<file path="config.mk">
export PLATFORM = sky130hd
export DESIGN_NAME = alu_op_sequencer_flat
export DESIGN_NICKNAME = d
export VERILOG_FILES = /design/src/rtl/alu_op_sequencer_if.sv /design/src/rtl/alu_op_sequencer.sv /design/src/flat_wrapper.sv
export SDC_FILE = /design/constraint.sdc
export NUM_CORES = 1
export LEC_CHECK = 0
export ABC_AREA = 0
export CORE_AREA = 2 2 111 113
export CTS_CLUSTER_DIAMETER = 80
export DETAILED_ROUTE_END_ITERATION = 6
export DIE_AREA = 0 0 113 115
export SYNTH_ARGS = -nofsm -noshare
export SYNTH_HDL_FRONTEND = slang
export SYNTH_SLANG_ARGS = --single-unit
</file>
<file path="constraint.sdc">
create_clock -name clk -period 5.7 [get_ports clk]
set_clock_uncertainty 0.1 [all_clocks]
set_input_delay 1.14 -clock clk [delete_from_list [all_inputs] [get_ports clk]]
set_output_delay 1.14 -clock clk [all_outputs]
set_load 0.02 [all_outputs]
</file>
<file path="src/rtl/alu_op_sequencer_if.sv">
// alu_op_sequencer_if: request, ALU and result bundle for alu_op_sequencer (optional flags under ALU_SEQ_FLAGS_EN)
interface alu_op_sequencer_if #(parameter int WIDTH = 8, parameter int DEPTH = 4);
  localparam int CW = $clog2(DEPTH) + 1;
  logic             in_valid;
  logic             in_ready;
  logic [WIDTH-1:0] in_a;
  logic [WIDTH-1:0] in_b;
  logic [2:0]       in_ctrl;
  logic             in_use_acc;
  logic [WIDTH-1:0] alu_a;
  logic [WIDTH-1:0] alu_b;
  logic [2:0]       alu_ctrl;
  logic [WIDTH-1:0] alu_y;
  logic             out_valid;
  logic             out_ready;
  logic [WIDTH-1:0] out_y;
  logic [WIDTH-1:0] acc;
  logic [CW-1:0]    count;
`ifdef ALU_SEQ_FLAGS_EN
  logic             out_zero;
  logic             out_neg;
  modport slave (input in_valid, in_a, in_b, in_ctrl, in_use_acc, alu_y, out_ready,
                 output in_ready, alu_a, alu_b, alu_ctrl, out_valid, out_y, acc, count, out_zero, out_neg);
  modport master (output in_valid, in_a, in_b, in_ctrl, in_use_acc, alu_y, out_ready,
                  input in_ready, alu_a, alu_b, alu_ctrl, out_valid, out_y, acc, count, out_zero, out_neg);
`else
  modport slave (input in_valid, in_a, in_b, in_ctrl, in_use_acc, alu_y, out_ready,
                 output in_ready, alu_a, alu_b, alu_ctrl, out_valid, out_y, acc, count);
  modport master (output in_valid, in_a, in_b, in_ctrl, in_use_acc, alu_y, out_ready,
                  input in_ready, alu_a, alu_b, alu_ctrl, out_valid, out_y, acc, count);
`endif
endinterface

</file>
<file path="src/rtl/alu_op_sequencer.sv">
// alu_op_sequencer: FIFO-buffered issue stage for a combinational ALU with accumulator chaining (optional out_zero/out_neg under ALU_SEQ_FLAGS_EN)
module alu_op_sequencer #(
  parameter int WIDTH = 8,
  parameter int DEPTH = 4
) (
  input logic               clk,
  input logic               rst_n,
  alu_op_sequencer_if.slave bus
);
  localparam int PW = $clog2(DEPTH);
  localparam int CW = PW + 1;
  localparam logic [1:0] IDLE = 2'd0;
  localparam logic [1:0] EXEC = 2'd1;
  localparam logic [1:0] HOLD = 2'd2;
  typedef struct packed {
    logic [WIDTH-1:0] a;
    logic [WIDTH-1:0] b;
    logic [2:0]       ctrl;
    logic             use_acc;
  } req_t;
  req_t             mem_q [DEPTH];
  req_t             mem_d [DEPTH];
  req_t             head;
  logic [PW-1:0]    wr_q, wr_d, rd_q, rd_d;
  logic [CW-1:0]    count_q, count_d;
  logic [1:0]       state_q, state_d;
  logic [WIDTH-1:0] op_a_q, op_a_d, op_b_q, op_b_d;
  logic [2:0]       op_ctrl_q, op_ctrl_d;
  logic [WIDTH-1:0] out_y_q, out_y_d, acc_q, acc_d;
  logic             out_valid_q, out_valid_d;
  logic             push, pop;
  assign bus.in_ready  = count_q < CW'(DEPTH);
  assign push          = bus.in_valid && bus.in_ready;
  assign pop           = (count_q != '0) && (state_q == IDLE || (state_q == HOLD && bus.out_ready));
  assign head          = mem_q[rd_q];
  assign bus.alu_a     = op_a_q;
  assign bus.alu_b     = op_b_q;
  assign bus.alu_ctrl  = op_ctrl_q;
  assign bus.out_valid = out_valid_q;
  assign bus.out_y     = out_y_q;
  assign bus.acc       = acc_q;
  assign bus.count     = count_q;
  // FIFO next state: write at wr pointer, read at rd pointer; pop never feeds in_ready
  always_comb begin
    mem_d = mem_q;
    if (push) mem_d[wr_q] = '{a: bus.in_a, b: bus.in_b, ctrl: bus.in_ctrl, use_acc: bus.in_use_acc};
    wr_d    = push ? wr_q + PW'(1) : wr_q;
    rd_d    = pop ? rd_q + PW'(1) : rd_q;
    count_d = count_q + CW'(push) - CW'(pop);
  end
  // Issue FSM: pop loads the op register (accumulator resolved here), EXEC captures, HOLD waits for the consumer
  always_comb begin
    state_d     = state_q;
    op_a_d      = op_a_q;
    op_b_d      = op_b_q;
    op_ctrl_d   = op_ctrl_q;
    out_y_d     = out_y_q;
    acc_d       = acc_q;
    out_valid_d = out_valid_q;
    if (pop) begin
      op_a_d    = head.use_acc ? acc_q : head.a;
      op_b_d    = head.b;
      op_ctrl_d = head.ctrl;
      state_d   = EXEC;
    end
    if (state_q == EXEC) begin
      out_y_d     = bus.alu_y;
      acc_d       = bus.alu_y;
      out_valid_d = 1'b1;
      state_d     = HOLD;
    end
    if (state_q == HOLD && bus.out_ready) begin
      out_valid_d = 1'b0;
      state_d     = pop ? EXEC : IDLE;
    end
    if (state_q == 2'd3) state_d = IDLE;
  end
  // FIFO storage carries no reset; the pointers and count define emptiness
  always_ff @(posedge clk) mem_q <= mem_d;
  // Control and datapath registers
  always_ff @(posedge clk or negedge rst_n) begin
    if (!rst_n) begin
      wr_q        <= '0;
      rd_q        <= '0;
      count_q     <= '0;
      state_q     <= IDLE;
      op_a_q      <= '0;
      op_b_q      <= '0;
      op_ctrl_q   <= '0;
      out_y_q     <= '0;
      acc_q       <= '0;
      out_valid_q <= 1'b0;
    end else begin
      wr_q        <= wr_d;
      rd_q        <= rd_d;
      count_q     <= count_d;
      state_q     <= state_d;
      op_a_q      <= op_a_d;
      op_b_q      <= op_b_d;
      op_ctrl_q   <= op_ctrl_d;
      out_y_q     <= out_y_d;
      acc_q       <= acc_d;
      out_valid_q <= out_valid_d;
    end
  end
`ifdef ALU_SEQ_FLAGS_EN
  logic zero_q, zero_d, neg_q, neg_d;
  assign bus.out_zero = zero_q;
  assign bus.out_neg  = neg_q;
  // Result flags captured together with out_y
  always_comb begin
    zero_d = (state_q == EXEC) ? (bus.alu_y == '0) : zero_q;
    neg_d  = (state_q == EXEC) ? bus.alu_y[WIDTH-1] : neg_q;
  end
  // Flag registers
  always_ff @(posedge clk or negedge rst_n) begin
    if (!rst_n) begin
      zero_q <= 1'b0;
      neg_q  <= 1'b0;
    end else begin
      zero_q <= zero_d;
      neg_q  <= neg_d;
    end
  end
`endif
endmodule

</file>
<file path="src/flat_wrapper.sv">
// flat-port wrapper written by rule: the top's interface ports become plain ports
module alu_op_sequencer_flat 
#(
  parameter int WIDTH = 8,
  parameter int DEPTH = 4
)
  (clk, rst_n, bus_in_valid, bus_in_a, bus_in_b, bus_in_ctrl, bus_in_use_acc, bus_alu_y, bus_out_ready, bus_in_ready, bus_alu_a, bus_alu_b, bus_alu_ctrl, bus_out_valid, bus_out_y, bus_acc, bus_count);
  alu_op_sequencer_if #(.WIDTH(WIDTH), .DEPTH(DEPTH)) bus_i ();
  input logic clk;
  input logic rst_n;
  input wire logic [$bits(bus_i.in_valid)-1:0] bus_in_valid;
  input wire logic [$bits(bus_i.in_a)-1:0] bus_in_a;
  input wire logic [$bits(bus_i.in_b)-1:0] bus_in_b;
  input wire logic [$bits(bus_i.in_ctrl)-1:0] bus_in_ctrl;
  input wire logic [$bits(bus_i.in_use_acc)-1:0] bus_in_use_acc;
  input wire logic [$bits(bus_i.alu_y)-1:0] bus_alu_y;
  input wire logic [$bits(bus_i.out_ready)-1:0] bus_out_ready;
  output wire logic [$bits(bus_i.in_ready)-1:0] bus_in_ready;
  output wire logic [$bits(bus_i.alu_a)-1:0] bus_alu_a;
  output wire logic [$bits(bus_i.alu_b)-1:0] bus_alu_b;
  output wire logic [$bits(bus_i.alu_ctrl)-1:0] bus_alu_ctrl;
  output wire logic [$bits(bus_i.out_valid)-1:0] bus_out_valid;
  output wire logic [$bits(bus_i.out_y)-1:0] bus_out_y;
  output wire logic [$bits(bus_i.acc)-1:0] bus_acc;
  output wire logic [$bits(bus_i.count)-1:0] bus_count;
  assign bus_i.in_valid = bus_in_valid;
  assign bus_i.in_a = bus_in_a;
  assign bus_i.in_b = bus_in_b;
  assign bus_i.in_ctrl = bus_in_ctrl;
  assign bus_i.in_use_acc = bus_in_use_acc;
  assign bus_i.alu_y = bus_alu_y;
  assign bus_i.out_ready = bus_out_ready;
  assign bus_in_ready = bus_i.in_ready;
  assign bus_alu_a = bus_i.alu_a;
  assign bus_alu_b = bus_i.alu_b;
  assign bus_alu_ctrl = bus_i.alu_ctrl;
  assign bus_out_valid = bus_i.out_valid;
  assign bus_out_y = bus_i.out_y;
  assign bus_acc = bus_i.acc;
  assign bus_count = bus_i.count;
  alu_op_sequencer #(.WIDTH(WIDTH), .DEPTH(DEPTH)) u_core (.clk(clk), .rst_n(rst_n), .bus(bus_i));
endmodule
</file>
# Word level (Yosys, flattened, before mapping)
# Cells that the tools add are included.
classes:
  magnitude_cmp: 4
  n_addsub: 4
  n_bitwise: 2
  eq_ne: 3
  muxes: 14
  reduce_logical: 9
op_table:
  columns: ["operator", "n"]
  rows:
  - ["bitwise mux 80 bit", 1]
  - ["two-way mux 20 bit", 3]
  - ["binary-select mux 20 bit (select 2 bit)", 1]
  - ["demux 20 bit (select 2 bit)", 1]
  - ["two-way mux 2 bit", 4]
  - ["two-way mux 8 bit", 1]
  - [">= comparator 3 bit (second input constant)", 2]
  - ["inverter 2 -> 3 bit", 2]
  - ["adder 2 x 1 -> 2 bit (second input constant)", 2]
  - ["equality test 2 bit (second input constant)", 2]
  - ["logical AND 1 bit", 4]
  - ["nonzero test 4 bit", 1]
  - ["adder 3 x 1 -> 3 bit", 1]
  - ["less-than comparator 3 x 1 -> 1 bit (second input constant)", 1]
  - ["less-than comparator 3 bit (second input constant)", 1]
  - ["two-way mux 1 bit", 3]
  - ["nonzero test 3 bit", 1]
  - ["subtractor 3 x 1 -> 3 bit", 1]
  - ["equality test 2 x 1 -> 1 bit (second input constant)", 1]
  - ["logical NOT 2 bit", 1]
  - ["nonzero test 2 bit", 1]
  - ["logical OR 1 bit", 1]
word_totals:
  output_inout_bits: 40
  wordCells: 61
  in_bits: 32
  register_bits: 117

# Logic depth before layout (Yosys ltp)
# Gate-level depths: netlist (run 1).
logic_depth:
  depth_word: 8
  ltp_mapped: 9
  ltp_nobuf: 8

# Worst setup path before layout (run 1)
# Ideal clock, no wire load.
synth_timing:
  kind: "input to register"
  startpoint: "input bus_out_ready"
  endpoint: "register u_core.count_q[2], in the netlist u_core.bus.count[2]"
  t_arrival_ns: 2.741
  setup_time_ns: 0.123
  path_slack_ns: 2.736
  stages: 9
  required_ns: 5.477
  n_path_buf: 1
  path_cell_list: "nor2b_1 > nor3_1 > buf_2 > ha_1 > inv_1 > ha_1 > fa_1 > xnor2_1 > xnor2_1"
synth_via:
  elab_chain_cells: 4
synth_lines:
  columns: ["item", "line", "rtl"]
  rows:
  - ["from (decl)", "flat_wrapper.sv:17", "input wire logic [$bits(bus_i.out_ready)-1:0] bus_out_ready;"]
  - ["logical AND 1 bit", "alu_op_sequencer.sv:34", "assign pop = (count_q != '0) && (state_q == IDLE || (state_q == HOLD && bus.out_ready));"]
  - ["logical OR 1 bit", "alu_op_sequencer.sv:34", null]
  - ["logical AND 1 bit", "alu_op_sequencer.sv:34", null]
  - ["net u_core.pop", "alu_op_sequencer.sv:31", "logic push, pop;"]
  - ["subtractor 3 x 1 -> 3 bit", "alu_op_sequencer.sv:49", "count_d = count_q + CW'(push) - CW'(pop);"]
  - ["net u_core.count_d[2]", "alu_op_sequencer.sv:25", "logic [CW-1:0] count_q, count_d;"]
  - ["to (signal assigned)", "alu_op_sequencer.sv:96", "count_q <= count_d;"]
  - ["to (decl)", "alu_op_sequencer.sv:25", null]
# The timed path passes the listed nets, and every way through them passes these cells.
# A chain may end at the register's enable or synchronous reset.

# Worst setup path after layout (run 1)
layout_timing:
  startpoint: "input bus_in_valid"
  endpoint: "register u_core.mem_q[71] (netlist name) (enable)"
layout_via:
  elab_chain_cells: 1
layout_lines:
  columns: ["item", "line", "rtl"]
  rows:
  - ["from (decl)", "flat_wrapper.sv:11", "input wire logic [$bits(bus_i.in_valid)-1:0] bus_in_valid;"]
  - ["logical AND 1 bit", "alu_op_sequencer.sv:33", "assign push = bus.in_valid && bus.in_ready;"]
  - ["to (signal assigned)", "alu_op_sequencer.sv:79", "always_ff @(posedge clk) mem_q <= mem_d;"]
  - ["to (decl)", "alu_op_sequencer.sv:21", "req_t mem_q [DEPTH];"]
# Every way passes these cells.

==> results of run 1 <==
## sequential cells by signal, indices dropped and copies added (netlist names)
signal / flops
u_core.wr_q: 2
u_core.state_q: 2
u_core.bus.out_valid: 1
u_core.bus.count: 3
u_core.rd_q: 2
u_core.bus.alu_a: 8
u_core.mem_q: 80
u_core.bus.out_y: 8
u_core.bus.alu_ctrl: 3
u_core.bus.alu_b: 8
## layout by cell type (no fill, tap or decap), types with 4 or more instances in the layout
cell and n:
and2_1 4, edfxtp_1 80, inv_1 9, mux2_2 19
mux2_4 16, clkdlybuf4s50_1 70, mux4_2 15, clkbuf_16 17
mux4_1 5, dfrtp_1 37, clkinv_4 5, ha_1 6
inv_6 4, clkinvlp_4 4
## final timing paths
kind / end / from / slack, ps
min in group asynchronous: u_core.bus.out_valid$_DFFE_PN0P_ / rst_n / 760
worst min register to register: u_core.bus.out_valid$_DFFE_PN0P_ / u_core.state_q[1]$_DFFE_PN0P_ / 400
max in group asynchronous: u_core.rd_q[0]$_DFFE_PN0P_ / rst_n / 4170
worst max register to register: u_core.bus.alu_a[7]$_DFFE_PN0P_ / u_core.rd_q[0]$_DFFE_PN0P_ / 3340
worst max-delay path: u_core.mem_q[71]$_DFFE_PP_ / bus_in_valid / 2690
worst min-delay path: u_core.bus.out_valid$_DFFE_PN0P_ / u_core.state_q[1]$_DFFE_PN0P_ / 400
## synthesized netlist by cell type, drive strengths merged, types with 2 or more instances
master	n
edfxtp	80
dfrtp	37
mux2	35
mux4	20
buf	15
inv	9
ha	6
and2	4
nor3	3
xnor2	3
a21oi	2
nand2	2
nor2b	2
xor2	2
## logic make-up after synthesis
group | share of synthesized area, %
AND/OR/NAND/NOR | 1.57
adder cells (fa/ha/maj) | 2.05
XOR/XNOR | 0.946
flip-flops | 71.9
AO/OA/AOI/OAI | 0.487
buffers and inverters | 3.08
multiplexers | 20.0
## metal layers
layer / wire [um] / vias up / track usage [%]
met5: 0 / - / 0
met4: 173 / 0 / 7.07
met3: 475 / 17 / 5.17
met2: 3600 / 67 / 20.0
met1: 3420 / 1103 / 16.6
li1: - / 1023 / -
## stage by stage
step	hold WS [ps]	utilization [%]	cells	setup slack (ps)	total power, mW
4_1_cts	404	50.6	462	2640	3.60
3_3_place_gp	366	46.0	430	2240	2.60
3_5_place_dp	395	46.0	430	2210	2.63
6_report	404	50.6	462	2690	3.54
2_1_floorplan	355	-	226	2740	2.19
5_1_grt	418	50.6	462	2530	3.74
## layout make-up
cell class                      instances  area (sq um)  area share (%)
Timing Repair Buffer                   73           721            12.1
Sequential cell                       117          3330            55.7
Multi-Input combinational cell         84          1160            19.4
Clock buffer                           17           425            7.11
Inverter                                9          33.8           0.565
Tap cell                              147           184            3.08
Clock inverter                         15           125            2.09
## where the power goes
group	leakage (nW)	switching, mW	internal (mW)
sequential	1.16	0.153	1.14
clock	0.259	0.399	0.564
combinational	0.792	0.552	0.730
total	2.21	1.10	2.44
==> flow_metrics.py, run 1 <==
metrics = {
    "run_status": {
        "status": "finished with violations",
        "violations": "design-rule violations",
    },
    "cells_and_area": {
        "n_fill_cell": 1003,
        "n_antenna_cell": 0,
        "area_growth_syn_to_layout_pct": 29.2,
        "drive_above_1_share_pct": 27.3,
        "nNetsFinal": 341,
        "design_area_sq_um": 5980,
    },
    "setup_path": {
        "critPathLaunchType": "primary input",
        "path_max_fanout": 20,
        "crit_cells": 3,
        "arrival_ps": 2940,
        "path_class": "primary input to flip-flop",
        "slowest_stage": "and2_1",
        "cp_top_family": "simple AND/OR/NAND/NOR gates",
        "cpPeakStageDelay_ps": 920,
        "ff2ff_path_depth": 4,
        "cp.required_ps": 5630,
        "cp.buffers_inverters": 1,
        "cp_cell_sequence": "clkdlybuf4s50_1, nor2b_1, and2_1",
        "cp-end-kind": "flip-flop",
    },
    "clock_tree": {
        "clk_latency_ps": 410,
        "cts_tree": "built",
        "clk_pin_slew_ps": 60,
        "post-cts-setup-buffers": 0,
        "ctsResizeCount": 0,
        "cts_hold_buf": 0,
        "clock_path_buffers": 2,
        "cts_sinks": 117,
        "htree_levels": 4,
        "cts_root_buf": "clkbuf_16",
        "cts_buffers": 17,
    },
    "yosys": {
        "syn_area_sq_um": 4630,
        "ys_warn_count": 0,
        "async_reset_ff_share_pct": 31.6,
        "ys_seq_elements": 117,
        "syn-num-nets": 265,
        "yosysSeqAreaShare_pct": 71.9,
        "synth_area_leaders": "edfxtp_1, dfrtp_1, mux4_2",
        "synth_area_per_cell_sq_um": 20.5,
        "synth_cell_types": 25,
        "synth-edff-count": 80,
        "synthCells": 226,
        "synth_top_area_share_pct": 51.9,
        "synthFlopType": "edfxtp_1",
        "synth_top_area_cell": "edfxtp_1",
    },
    "timing": {
        "hold_viol": 0,
        "finalSetupViolCount": 0,
        "setup_tns_ps": 0,
        "fin_crit_ps": 3010,
        "timing.final.crit_share_pct": 52.8,
        "rsz0062_at_grt": "false",
        "worst_pin_slew_ps": 1070,
        "relSlewSlack_pct": 28.8,
        "slew_viol_final": 0,
        "fmax_mhz": 332,
    },
    "global_route": {
        "grt_max_degree": 38,
        "grt_usage_pct": 13.2,
        "grt_overflow": 0,
        "antenna_found_initial": 0,
        "grt_pass1_wl_um": 12500,
        "first_global_vias": 2350,
    },
    "drt": {
        "wire_per_inst_um": 16.6,
        "drtPass1Iterations": 6,
        "drtAntennaViolNets": 0,
        "vias": 2210,
        "drtIter0Drc": 142,
        "drc": 8,
        "vias_per_cell": 4.78,
        "routed_wl_um": 7670,
    },
    "place": {
        "dpl.hpwl_um": 4840,
        "port_buffers": 71,
        "place_area_sq_um": 5430,
        "gp_congestion": 0.661,
    },
    "power_and_ir_drop": {
        "ir_worst_vdd_v": 0.000233,
        "cellLeakagePower_nw": 2.21,
        "power_per_cell_area_nw_per_um2": 592,
    },
    "die": {
        "start_util_pct": 39.2,
        "die_h_um": 115,
        "die_w_um": 113,
        "boundaryPins": 72,
        "num_rows": 40,
        "dieArea_sq_um": 13000,
        "coreArea_sq_um": 11800,
    },
    "min_path": {
        "hp-class": "flip-flop to flip-flop",
        "hold_depth": 1,
    },
    "run": {
        "maxCapViolCount": 0,
    },
}
(Power assumes the default switching activity.)
==> run 2, diff against run 1 <==
==> constraint.sdc (replaced) <==
create_clock -name clk -period 3.1 [get_ports clk]
set_clock_uncertainty 0.1 [all_clocks]
set_input_delay 0.62 -clock clk [delete_from_list [all_inputs] [get_ports clk]]
set_output_delay 0.62 -clock clk [all_outputs]
set_load 0.02 [all_outputs]
==> flow_metrics.py, run 2 (synthesis gave the netlist of run 1 again) <==
metrics = {
    "run_status": {
        "status": "finished with violations",
        "violations": "design-rule violations",
    },
    "drt": {
        "drtIter0Drc": 129,
        "vias_per_cell": 4.73,
        "drc": 8,
        "drtPass1Iterations": 6,
        "vias": 2214,
        "routed_wl_um": 7770,
        "drtAntennaViolNets": 0,
        "wire_per_inst_um": 16.6,
    },
    "clock_tree": {
        "cts_hold_buf": 0,
        "cts_root_buf": "clkbuf_16",
        "cts_sinks": 117,
        "htree_levels": 4,
        "clk_pin_slew_ps": 50,
        "cts_tree": "built",
        "ctsResizeCount": 0,
        "post-cts-setup-buffers": 0,
        "clk_latency_ps": 400,
        "cts_buffers": 17,
        "clock_path_buffers": 2,
    },
    "setup_path": {
        "cp-end-kind": "flip-flop",
        "cpPeakStageDelay_ps": 420,
        "cp_top_family": "adder cells",
        "path_max_fanout": 4,
        "slowest_stage": "clkdlybuf4s50_1",
        "cp.required_ps": 3320,
        "arrival_ps": 2620,
        "cp_cell_sequence": "clkdlybuf4s50_1, nor2b_1, nor3_2, ha_1, inv_1, ha_1, fa_1, xnor2_1, xnor2_1",
        "critPathLaunchType": "primary input",
        "cp.buffers_inverters": 2,
        "path_class": "primary input to flip-flop",
        "r2r_slack_ps": 840,
    },
    "cells_and_area": {
        "n_antenna_cell": 0,
        "regArea_sq_um": 3330,
        "finish.utilization_pct": 51.8,
        "multi_input_area_sq_um": 1160,
        "n_fill_cell": 965,
        "top_register": "u_core.mem_q",
        "nNetsFinal": 347,
        "design_area_sq_um": 6120,
        "final_cells": 468,
        "layout.cells.most_common": "edfxtp_1",
        "largest_register_ffs": 80,
        "area_growth_syn_to_layout_pct": 32.3,
        "final_cell_mix": "edfxtp_1, clkdlybuf4s50_1, dfrtp_1",
        "drive_above_1_share_pct": 28.0,
    },
    "global_route": {
        "grt_overflow": 0,
        "grt_usage_pct": 13.3,
        "grt_pass1_wl_um": 12700,
        "grt_max_degree": 38,
        "top_usage_layer": "met2",
        "antenna_found_initial": 0,
        "first_global_vias": 2347,
        "use_met2_pct": 21.2,
        "grt_use_met3_pct": 5.01,
        "grtUsageMet1_pct": 16.0,
    },
    "power_and_ir_drop": {
        "ir_worst_vdd_v": 0.000441,
        "p_int_mw": 4.91,
        "power_frac_seq_pct": 34.5,
        "p_clk_share_pct": 30.5,
        "power_per_cell_area_nw_per_um2": 1120,
        "p_switching_mw": 1.97,
        "switching_share_pct": 28.6,
        "cellLeakagePower_nw": 2.29,
        "p_comb_share_pct": 35.0,
    },
    "min_path": {
        "hp-class": "primary input to asynchronous set/reset pin",
    },
    "place": {
        "gp_congestion": 0.670,
        "dp.cells": 436,
        "post-place-ws_ps": 310,
        "port_buffers": 71,
        "dpl.hpwl_um": 4870,
        "place_area_sq_um": 5470,
    },
    "timing": {
        "finalSetupViolCount": 0,
        "relSlewSlack_pct": 41.5,
        "timing.final.crit_share_pct": 77.2,
        "fmax_mhz": 418,
        "rsz0062_at_grt": "false",
        "worst_pin_slew_ps": 877,
        "setup_tns_ps": 0,
        "fin_crit_ps": 2390,
        "hold_viol": 0,
        "slew_viol_final": 0,
        "fin_ws_ps": 708,
    },
    "die": {
        "coreArea_sq_um": 11800,
        "die_w_um": 113,
        "num_rows": 40,
        "start_util_pct": 39.2,
        "dieArea_sq_um": 13000,
        "boundaryPins": 72,
        "die_h_um": 115,
    },
    "run": {
        "maxCapViolCount": 0,
    },
}
==> run 2: cell count changes in the layout (fill, tap and decap cells not counted), moves of 3 or more <==
| cell | before | now |
|---|---|---|
| inv_6 | 4 | 1 |
| bufinv_16 | 0 | 5 |
| buf_4 | 2 | 8 |
| clkinv_4 | 5 | 1 |
==> run 2: cell type report <==
type                    instances  share of cell area, %
clock inverters                13                   3.33
clock buffers                  19                   7.24
inverters                       9                  0.552
repair buffers                 79                   12.5
multi-input cells              84                   19.0
flip-flops and latches        117                   54.4
well taps                     147                   3.00
==> run 2: metal layers <==
| metal | wire, um | vias up |
|---|---|---|
| li1 | - | 1028 |
| met1 | 3290 | 1106 |
| met2 | 3840 | 71 |
| met3 | 523 | 9 |
| met4 | 118 | 0 |
| met5 | 0 | - |
==> run 2: per-stage QoR <==
stage                     hold WS (ps)  power, mW
after global placement             369       4.80
after CTS                          267       6.98
after detailed placement           385       4.85
final                              239       6.88
after floorplan                    224       4.03
after global routing               308       7.25
==> run 2: path summary, 6_finish.rpt <==
path	cells past startpoint	end	start
max	9	u_core.bus.count[2]$_DFF_PN0_	bus_out_ready
min	1	u_core.state_q[1]$_DFFE_PN0P_	rst_n
max reg2reg	8	u_core.bus.count[2]$_DFF_PN0_	u_core.bus.count[1]$_DFF_PN0_
min reg2reg	1	u_core.bus.out_valid$_DFFE_PN0P_	u_core.state_q[1]$_DFFE_PN0P_
max in group asynchronous	1	u_core.bus.out_y[6]$_DFFE_PN0N_	rst_n
min in group clk	1	u_core.bus.out_valid$_DFFE_PN0P_	u_core.state_q[1]$_DFFE_PN0P_
==> run 2: worst reg2reg max path, stage by stage, from the launching register on <==
cell and delay, ps:
dfrtp_1 400, nor3_1 370, nor3_2 100, ha_1 290, inv_1 40, ha_1 180, fa_1 380, xnor2_1 190
xnor2_1 140
==> run 2: power by group through the flow <==
stage                     combinational [mW]  sequential [mW]  clock, mW
final                                   2.41             2.37       2.10
after global routing                    2.60             2.44       2.21
after CTS                               2.45             2.38       2.14
after detailed placement                2.44             2.41          0
after global placement                  2.40             2.40          0
after floorplan                         1.47             2.57          0
